File: src/rtl/axis_shifter_arbiter.sv
// Two-requester arbiter in front of a shared AXI-Stream shifter.
// Tags each issued beat and routes results back in issue order.
module axis_shifter_arbiter #(
  parameter int SHIFT_WIDTH  = 7,
  parameter int INPUT_WIDTH  = 39,
  parameter int OUTPUT_WIDTH = 70,
  parameter int TAG_DEPTH    = 4
) (
  input  logic                    clk,
  input  logic                    rst,
  input  logic [SHIFT_WIDTH-1:0]  req0_shift,
  input  logic [INPUT_WIDTH-1:0]  req0_data,
  input  logic                    req0_last,
  input  logic                    req0_valid,
  output logic                    req0_ready,
  input  logic [SHIFT_WIDTH-1:0]  req1_shift,
  input  logic [INPUT_WIDTH-1:0]  req1_data,
  input  logic                    req1_last,
  input  logic                    req1_valid,
  output logic                    req1_ready,
  output logic [SHIFT_WIDTH-1:0]  sh_shift_data,
  output logic                    sh_shift_valid,
  input  logic                    sh_shift_ready,
  output logic [INPUT_WIDTH-1:0]  sh_input_data,
  output logic                    sh_input_last,
  output logic                    sh_input_valid,
  input  logic                    sh_input_ready,
  input  logic [OUTPUT_WIDTH-1:0] sh_output_data,
  input  logic                    sh_output_valid,
  output logic                    sh_output_ready,
  output logic [OUTPUT_WIDTH-1:0] resp0_data,
  output logic                    resp0_last,
  output logic                    resp0_valid,
  input  logic                    resp0_ready,
  output logic [OUTPUT_WIDTH-1:0] resp1_data,
  output logic                    resp1_last,
  output logic                    resp1_valid,
  input  logic                    resp1_ready
);

  localparam int PW = $clog2(TAG_DEPTH);

  typedef enum logic {IDLE, LOCK} state_e;

  state_e         state_q, state_d;
  logic           own_q, own_d;
  logic           prio_q, prio_d;
  logic           ssent_q, ssent_d;
  logic           isent_q, isent_d;
  logic [PW-1:0]  wptr_q, rptr_q;
  logic [PW:0]    cnt_q;
  logic [1:0]     tag_q [TAG_DEPTH];

  logic full, empty, locked;
  logic own_valid, own_last;
  logic shs, ihs, done, push, pop;
  logic head_own, head_last;

  assign full   = cnt_q == (PW+1)'(TAG_DEPTH);
  assign empty  = cnt_q == '0;
  assign locked = state_q == LOCK;

  assign own_valid = own_q ? req1_valid : req0_valid;
  assign own_last  = own_q ? req1_last  : req0_last;

  assign sh_shift_data  = own_q ? req1_shift : req0_shift;
  assign sh_input_data  = own_q ? req1_data  : req0_data;
  assign sh_input_last  = own_last;
  assign sh_shift_valid = locked & own_valid & ~ssent_q & ~full;
  assign sh_input_valid = locked & own_valid & ~isent_q & ~full;

  assign shs  = sh_shift_valid & sh_shift_ready;
  assign ihs  = sh_input_valid & sh_input_ready;
  assign done = locked & own_valid
              & (ssent_q | shs) & (isent_q | ihs);

  assign req0_ready = done & ~own_q;
  assign req1_ready = done & own_q;

  assign head_own  = tag_q[rptr_q][1];
  assign head_last = tag_q[rptr_q][0];

  assign sh_output_ready = ~empty
                         & (head_own ? resp1_ready : resp0_ready);
  assign resp0_valid = ~empty & ~head_own & sh_output_valid;
  assign resp1_valid = ~empty & head_own & sh_output_valid;
  assign resp0_data  = sh_output_data;
  assign resp1_data  = sh_output_data;
  assign resp0_last  = head_last;
  assign resp1_last  = head_last;

  assign push = done;
  assign pop  = sh_output_valid & sh_output_ready;

  // Grant selection, per-channel sent tracking and packet release.
  always_comb begin
    state_d = state_q;
    own_d   = own_q;
    prio_d  = prio_q;
    ssent_d = ssent_q;
    isent_d = isent_q;
    unique case (state_q)
      IDLE: begin
        if ((req0_valid | req1_valid) & ~full) begin
          state_d = LOCK;
          own_d   = (req0_valid & req1_valid) ? prio_q : req1_valid;
        end
      end
      LOCK: begin
        if (done) begin
          ssent_d = 1'b0;
          isent_d = 1'b0;
          if (own_last) begin
            state_d = IDLE;
            prio_d  = ~own_q;
          end
        end else begin
          if (shs) ssent_d = 1'b1;
          if (ihs) isent_d = 1'b1;
        end
      end
      default: state_d = IDLE;
    endcase
  end

  // Arbiter state registers.
  always_ff @(posedge clk or negedge rst) begin
    if (!rst) begin
      state_q <= IDLE;
      own_q   <= 1'b0;
      prio_q  <= 1'b0;
      ssent_q <= 1'b0;
      isent_q <= 1'b0;
    end else begin
      state_q <= state_d;
      own_q   <= own_d;
      prio_q  <= prio_d;
      ssent_q <= ssent_d;
      isent_q <= isent_d;
    end
  end

  // Tag FIFO pointers and occupancy.
  always_ff @(posedge clk or negedge rst) begin
    if (!rst) begin
      wptr_q <= '0;
      rptr_q <= '0;
      cnt_q  <= '0;
    end else begin
      if (push) wptr_q <= wptr_q + 1'b1;
      if (pop)  rptr_q <= rptr_q + 1'b1;
      unique case ({push, pop})
        2'b10:   cnt_q <= cnt_q + 1'b1;
        2'b01:   cnt_q <= cnt_q - 1'b1;
        default: cnt_q <= cnt_q;
      endcase
    end
  end

  // Tag storage: {owner, last} of each issued beat.
  always_ff @(posedge clk) begin
    if (push) tag_q[wptr_q] <= {own_q, own_last};
  end

endmodule

File: config.mk
export PLATFORM = sky130hd
export DESIGN_NAME = axis_shifter_arbiter
export DESIGN_NICKNAME = d
export VERILOG_FILES = /design/src/rtl/axis_shifter_arbiter.sv
export SDC_FILE = /design/constraint.sdc
export NUM_CORES = 1
export LEC_CHECK = 0
export BUFFER_PORTS_ARGS = -buffer_cell sky130_fd_sc_hd__clkbuf_2
export CORE_AREA = 10 10 135 137
export DETAILED_ROUTE_END_ITERATION = 8
export DIE_AREA = 0 0 145 147
export SLEW_MARGIN = 20
export SYNTH_ARGS = -nofsm -noshare
export SYNTH_HDL_FRONTEND = slang
export SYNTH_SLANG_ARGS = --single-unit
File: constraint.sdc
create_clock -name clk -period 3.2 [get_ports clk]
set_input_delay 0 -clock clk [delete_from_list [all_inputs] [get_ports clk]]
set_output_delay 0 -clock clk [all_outputs]
set_load 0.005 [all_outputs]
==> results of run 1 <==
## cell usage in the layout, fill, tap and decap left out, types with 2 or more instances in the layout
cell type	Yosys	final
sky130_fd_sc_hd__a21oi_1	2	2
sky130_fd_sc_hd__a21oi_4	2	2
sky130_fd_sc_hd__a31oi_1	3	3
sky130_fd_sc_hd__and2_1	5	5
sky130_fd_sc_hd__clkbuf_16	0	3
sky130_fd_sc_hd__clkbuf_2	0	158
sky130_fd_sc_hd__dfrtp_1	12	11
sky130_fd_sc_hd__dlygate4sd3_1	0	2
sky130_fd_sc_hd__edfxtp_1	8	8
sky130_fd_sc_hd__ha_1	5	5
sky130_fd_sc_hd__inv_1	8	8
sky130_fd_sc_hd__mux2_2	47	47
sky130_fd_sc_hd__mux2i_1	9	9
sky130_fd_sc_hd__nand2_1	2	2
sky130_fd_sc_hd__nand2b_1	2	2
sky130_fd_sc_hd__nor2_1	11	11
sky130_fd_sc_hd__nor2b_1	2	2
sky130_fd_sc_hd__nor3_1	2	2
sky130_fd_sc_hd__o21ai_0	2	2
sky130_fd_sc_hd__xnor2_1	2	2
sky130_fd_sc_hd__xor2_1	3	3
## flip-flops by register name, indices dropped and copies added (netlist names)
| name | flops |
|---|---|
| tag_q | 8 |
| cnt_q | 3 |
| rptr_q | 2 |
| wptr_q | 2 |
| isent_q | 1 |
| locked | 1 |
| own_q | 1 |
| prio_q | 1 |
| ssent_q | 1 |
## routing by layer
layer | GRT usage [%] | wire length, um | vias to the layer above | share of wire, %
li1 | - | - | 837 | -
met1 | 10.03 | 3887 | 811 | 37
met2 | 14.92 | 5058 | 201 | 49
met3 | 5.682 | 1383 | 6 | 13
met4 | 0.6129 | 39 | 0 | 0.38
met5 | 0 | 0 | - | 0
## where the power goes
| part | leakage, nW | internal (mW) | switching, mW |
|---|---|---|---|
| Combinational | 1.11 | 0.632 | 0.640 |
| Clock | 0.0511 | 0.248 | 0.0920 |
| Sequential | 0.211 | 0.377 | 0.0903 |
## cell type report
type / instances / area, um2 / area share [%]
Multi-Input combinational cell: 109 / 1035 / 36.95
Inverter: 8 / 30.03 / 1.072
Clock inverter: 1 / 30.03 / 1.072
Clock buffer: 3 / 75.07 / 2.681
Timing Repair Buffer: 161 / 818.3 / 29.22
Sequential cell: 20 / 541.8 / 19.35
Tap cell: 216 / 270.3 / 9.651
## logic make-up after synthesis
logic type	after synthesis	share of synthesized area (%)
simple gates	29	6.074
flops	20	20.03
compound gates	11	3.245
fa+ha+maj	6	3.060
xor+xnor	5	1.623
mux	58	24.34
buf+inv	156	41.63
## timing repair
item	CTS	global route
endpoints found under the hold margin	13	0
hold buffers	2	0
resized for setup	0	0
## path summary, 6_finish.rpt
check                      cells past startpoint                 start                    end  slack (ns)
hold / removal                                 0    sh_output_data[52]         resp1_data[52]    0.000002
setup reg to reg                              10  cnt_q[0]$_DFFE_PN0P_   cnt_q[2]$_DFFE_PN0P_        0.75
setup / recovery                              10  cnt_q[0]$_DFFE_PN0P_   cnt_q[2]$_DFFE_PN0P_        0.75
hold reg to reg                                1  cnt_q[2]$_DFFE_PN0P_   cnt_q[2]$_DFFE_PN0P_        0.51
max in group asynchronous                      2                   rst      own_q$_DFFE_PN0P_        2.77
min in group asynchronous                      2                   rst  rptr_q[0]$_DFFE_PN0P_        0.17
==> flow_summary.json, run 1 <==
{
  "status": "finished, final reports clean",
  "die-height_um": 147,
  "cp_slowest_stage_delay_ns": 0.53,
  "setup_tns_ns": 0,
  "grt_first_pass_wirelength_um": 14720,
  "synth.net_count": 464,
  "required_ns": 3.37,
  "final_core_occ_pct": 17.95,
  "timing.critical_path.cells": "or3b_1, a21oi_4, nor3_4, inv_1, ha_1, inv_1, fa_1, xor2_1, nor2_1, xor2_1",
  "fp.dieArea_um2": 21320,
  "finalSetupViolCount": 0,
  "fillerInstances": 1739,
  "detailedPlacementHpwl_um": 9456,
  "worstHoldPathType": "in -> out",
  "worst_path_dominant_cell_family": "simple AND/OR/NAND/NOR gates",
  "cts_max_path_buffers": 2,
  "post_synth_most_frequent_cells": "sky130_fd_sc_hd__buf_4, sky130_fd_sc_hd__mux2_2, sky130_fd_sc_hd__dfrtp_1",
  "synth_enable_flop_cells": 8,
  "total_via_count_in_the_routed_design": 1855,
  "report.final.hold_viol_count": 0,
  "power.static_leakage_nw": 1.373,
  "endpoint_type_of_the_worst_setup_path": "register",
  "drt_iter0_drc": 60,
  "ys_seq_area_share_pct": 20.03,
  "ys_top_cells_by_area": "sky130_fd_sc_hd__buf_4, sky130_fd_sc_hd__mux2_2, sky130_fd_sc_hd__dfrtp_1",
  "route.antenna.remaining_nets": 0,
  "floorplan.io_pins": 369,
  "crit_path_launch_type": "register",
  "grt_start_max_net_pins": 56,
  "synth_seq_cells": 20,
  "synth_ff_type": "sky130_fd_sc_hd__dfrtp_1",
  "drt-pass1-iter-count": 4,
  "standard_cell_core_area_um2": 15600,
  "nets": 482,
  "finalCritPeriodShare_pct": 76.70,
  "clk-insertion-delay-late_ns": 0.25,
  "cts_setup_buffers": 0,
  "yosysTopAreaCell": "sky130_fd_sc_hd__buf_4",
  "drv_slew": 0,
  "insertedDiodeCount": 0,
  "grt_antenna_before_repair": 0,
  "post-route-min-period_ns": 2.454,
  "global_route.usage.total_pct": 9.027,
  "syn_avg_cell_area_um2": 9.470,
  "dpl_cell_area_um2": 2675,
  "worst_hold_slack_after_final_layout_ns": 0.000002349,
  "syn_inst": 285,
  "floorplan.rows": 46,
  "synth_area_um2": 2699,
  "place_congestion": 0.7469,
  "route.detailed.wl_per_inst_um": 20.02,
  "vias_per_cell": 3.581,
  "clock_skew_ns": 0.001790,
  "power_per_cell_area_nw_per_um2": 742.9,
  "synth_top_cell_area_share_pct": 39.22,
  "initial_cell_density_of_the_core_pct": 17.30,
  "worst-slew-pin-transition_ns": 0.6831,
  "power.total_mw": 2.080,
  "timing_worst_setup_path_type": "reg -> reg",
  "timing.slew.headroom_pct": 54.46,
  "vias_in_the_first_global_route": 2077,
  "tritoncts": "yes",
  "buffer_ports.inserted": 158,
  "yosysWarningCount": 0,
  "worst_ep_arrival_time_ns": 2.63,
  "max_freq_mhz": 407.4,
  "tritoncts_sinks": 20,
  "cpMaxStageDelayCell": "sky130_fd_sc_hd__or3b_1",
  "synth.lib_cells_used.distinct": 33,
  "dp_worst_setup_slack_ns": 0.7563,
  "remaining_drc_errors": 0,
  "layoutNonFillerInstCount": 518,
  "dp.cells": 512,
  "rsz0062_at_grt": "false",
  "synth.most_common_cell": "sky130_fd_sc_hd__buf_4",
  "timing.critical_path.fanout_max": 8,
  "die_width_um": 145,
  "post-route-cell-area_um2": 2800,
  "max-cap-violations": 0,
  "cts.reportedPaths.clkPinSlew_ns": 0.06,
  "cts.htree.levels": 1,
  "cts_made_buffers": 3,
  "setup_ws_ns": 0.7457,
  "cts_root_buf": "sky130_fd_sc_hd__clkbuf_16",
  "max-vdd-ir-drop_uv": 315.1,
  "grt.overflow.total": 0,
  "totalWireLength_um": 10370,
  "critPathBufInv": 2,
  "asyncSetResetFlopFracSynth_pct": 60.00,
  "area.growth.synth_to_final_pct": 3.755,
  "post_route_cells_drive_above_1_share_pct": 71.52
}
(Power assumes the default switching activity.)
==> run 2: changes to the inputs <==
==> constraint.sdc (replaced) <==
create_clock -name clk -period 2.3 [get_ports clk]
set_input_delay 0 -clock clk [delete_from_list [all_inputs] [get_ports clk]]
set_output_delay 0 -clock clk [all_outputs]
set_load 0.005 [all_outputs]
==> flow_summary.json, run 2 (synthesized netlist as in run 1, its figures left out) <==
{
  "power_per_cell_area_nw_per_um2": 1021,
  "cts_root_buf": "sky130_fd_sc_hd__clkbuf_16",
  "post_route_cells_drive_above_1_share_pct": 73.48,
  "finalCritPeriodShare_pct": 95.71,
  "power.internal_mw": 1.749,
  "timing.critical_path.fanout_max": 3,
  "grt_first_pass_wirelength_um": 15040,
  "setup_ws_ns": 0.09869,
  "seqPwrFrac_pct": 21.5,
  "timing.hold.worst_path_depth": 0,
  "grt.overflow.total": 0,
  "dp_worst_setup_slack_ns": -0.002163,
  "tritoncts_sinks": 20,
  "total_via_count_in_the_routed_design": 1879,
  "cts.reportedPaths.clkPinSlew_ns": 0.06,
  "vias_in_the_first_global_route": 2167,
  "clock_skew_ns": 0.004046,
  "floorplan.io_pins": 369,
  "max_freq_mhz": 454.3,
  "crit_path_launch_type": "register",
  "place_congestion": 0.7719,
  "cts_max_path_buffers": 2,
  "drt_iter0_drc": 25,
  "nets": 493,
  "max_flop_register": "tag_q",
  "p_clk_share_pct": 12.2,
  "floorplan.rows": 46,
  "report.final.hold_viol_count": 0,
  "layout.cells.most_common": "sky130_fd_sc_hd__clkbuf_2",
  "worstHoldPathType": "in -> out",
  "required_ns": 2.47,
  "cts_made_buffers": 3,
  "max-cap-violations": 0,
  "global_route.usage.total_pct": 9.163,
  "totalWireLength_um": 10580,
  "die-height_um": 147,
  "buffer_ports.inserted": 158,
  "clk-insertion-delay-late_ns": 0.25,
  "remaining_drc_errors": 0,
  "timing.slew.headroom_pct": 52.92,
  "max-vdd-ir-drop_uv": 378.1,
  "route.detailed.wl_per_inst_um": 20.00,
  "vias_per_cell": 3.552,
  "area.growth.synth_to_final_pct": 6.120,
  "cts.htree.levels": 1,
  "grt_antenna_before_repair": 0,
  "layout_top_registers": "tag_q (8), cnt_q (3)",
  "largest_register_ff_count": 8,
  "die_width_um": 145,
  "reg2reg_setup_slack_ns": 0.1,
  "setup_tns_ns": 0,
  "detailedPlacementHpwl_um": 9459,
  "standard_cell_core_area_um2": 15600,
  "power.share.combinational_pct": 66.3,
  "worstRegToRegCells": 10,
  "post-route-min-period_ns": 2.201,
  "fp.dieArea_um2": 21320,
  "most_used_cells_in_the_layout_excluding_fill_and_tap_cells": "sky130_fd_sc_hd__clkbuf_2, sky130_fd_sc_hd__mux2_2, sky130_fd_sc_hd__buf_4",
  "rsz0062_at_grt": "true",
  "worst_ep_arrival_time_ns": 2.37,
  "status": "finished, final reports clean",
  "finalSetupViolCount": 0,
  "drv_slew": 0,
  "tritoncts": "yes",
  "timing_worst_setup_path_type": "reg -> reg",
  "total_switching_power_mw": 1.176,
  "power.static_leakage_nw": 1.413,
  "initial_cell_density_of_the_core_pct": 17.30,
  "power.share.switching_pct": 40.19,
  "grt_start_max_net_pins": 56,
  "insertedDiodeCount": 0,
  "final_core_occ_pct": 18.36,
  "endpoint_type_of_the_worst_setup_path": "register",
  "route.antenna.remaining_nets": 0,
  "drt-pass1-iter-count": 4,
  "worst-slew-pin-transition_ns": 0.7063
}
-- run 2: critical path: stages, from the launching register on --
cell,delay (ns)
sky130_fd_sc_hd__dfrtp_1,0.38
sky130_fd_sc_hd__or3b_4,0.44
sky130_fd_sc_hd__a21oi_4,0.20
sky130_fd_sc_hd__nor3_4,0.06
sky130_fd_sc_hd__inv_1,0.07
sky130_fd_sc_hd__ha_2,0.18
sky130_fd_sc_hd__inv_2,0.04
sky130_fd_sc_hd__fa_2,0.33
sky130_fd_sc_hd__xor2_1,0.14
sky130_fd_sc_hd__nor2_1,0.12
sky130_fd_sc_hd__xor2_1,0.15
-- run 2: what timing repair did --
item | CTS | global route
endpoints found under the setup margin | 1 | 1
setup buffers | 1 | 1
resized for setup | 1 | 3
gates cloned | 0 | 0
hold endpoints to repair | 13 | 0
hold buffers | 2 | 0
pin swaps | 0 | 4
-- run 2: routing by layer --
metal	wire, um	vias to the layer above	global-route usage, %	part of all wire (%)
li1	-	858	-	-
met1	4127	825	10.19	39
met2	5058	190	15.01	48
met3	1368	6	5.835	13
met4	27	0	0.7661	0.26
met5	0	-	0	0
-- run 2: path summary, 6_finish.rpt --
path | startpoint | endpoint
setup / recovery | cnt_q[1]$_DFFE_PN0P_ | cnt_q[2]$_DFFE_PN0P_
hold / removal | sh_output_data[52] | resp1_data[52]
setup reg to reg | cnt_q[1]$_DFFE_PN0P_ | cnt_q[2]$_DFFE_PN0P_
hold reg to reg | prio_q$_DFFE_PN0P_ | prio_q$_DFFE_PN0P_
max in group asynchronous | rst | own_q$_DFFE_PN0P_
min in group asynchronous | rst | cnt_q[1]$_DFFE_PN0P_
-- run 2: area by class of cell --
class / count / area [um2]
well taps: 216 / 270.3
fillers: 1734 / 12730
repair buffers: 172 / 900.9
clock inverters: 1 / 3.754
inverters: 8 / 30.03
clock buffers: 3 / 75.07
multi-input cells: 109 / 1042
flip-flops and latches: 20 / 541.8
-- run 2: metrics by stage --
| stage | hold slack, ns | power (mW) | cells | cell area, um2 |
|---|---|---|---|---|
| 2_1_floorplan | -0.2956 | 1.946 | 285 | 2699 |
| 3_3_place_gp | -0.08843 | 2.558 | 521 | 2743 |
| 3_5_place_dp | -0.08162 | 2.568 | 521 | 2743 |
| 4_1_cts | 0.00005067 | 2.966 | 528 | 2851 |
| 5_1_grt | 0.00001080 | 3.185 | 529 | 2864 |
| 6_report | 0.000002349 | 2.925 | 529 | 2864 |
-- run 2: power groups by stage --
stage	Clock [mW]	Sequential [mW]	Combinational (mW)
2_1_floorplan	0	0.627	1.32
3_3_place_gp	0	0.638	1.92
3_5_place_dp	0	0.640	1.93
4_1_cts	0.364	0.632	1.97
5_1_grt	0.375	0.651	2.16
6_report	0.357	0.629	1.94
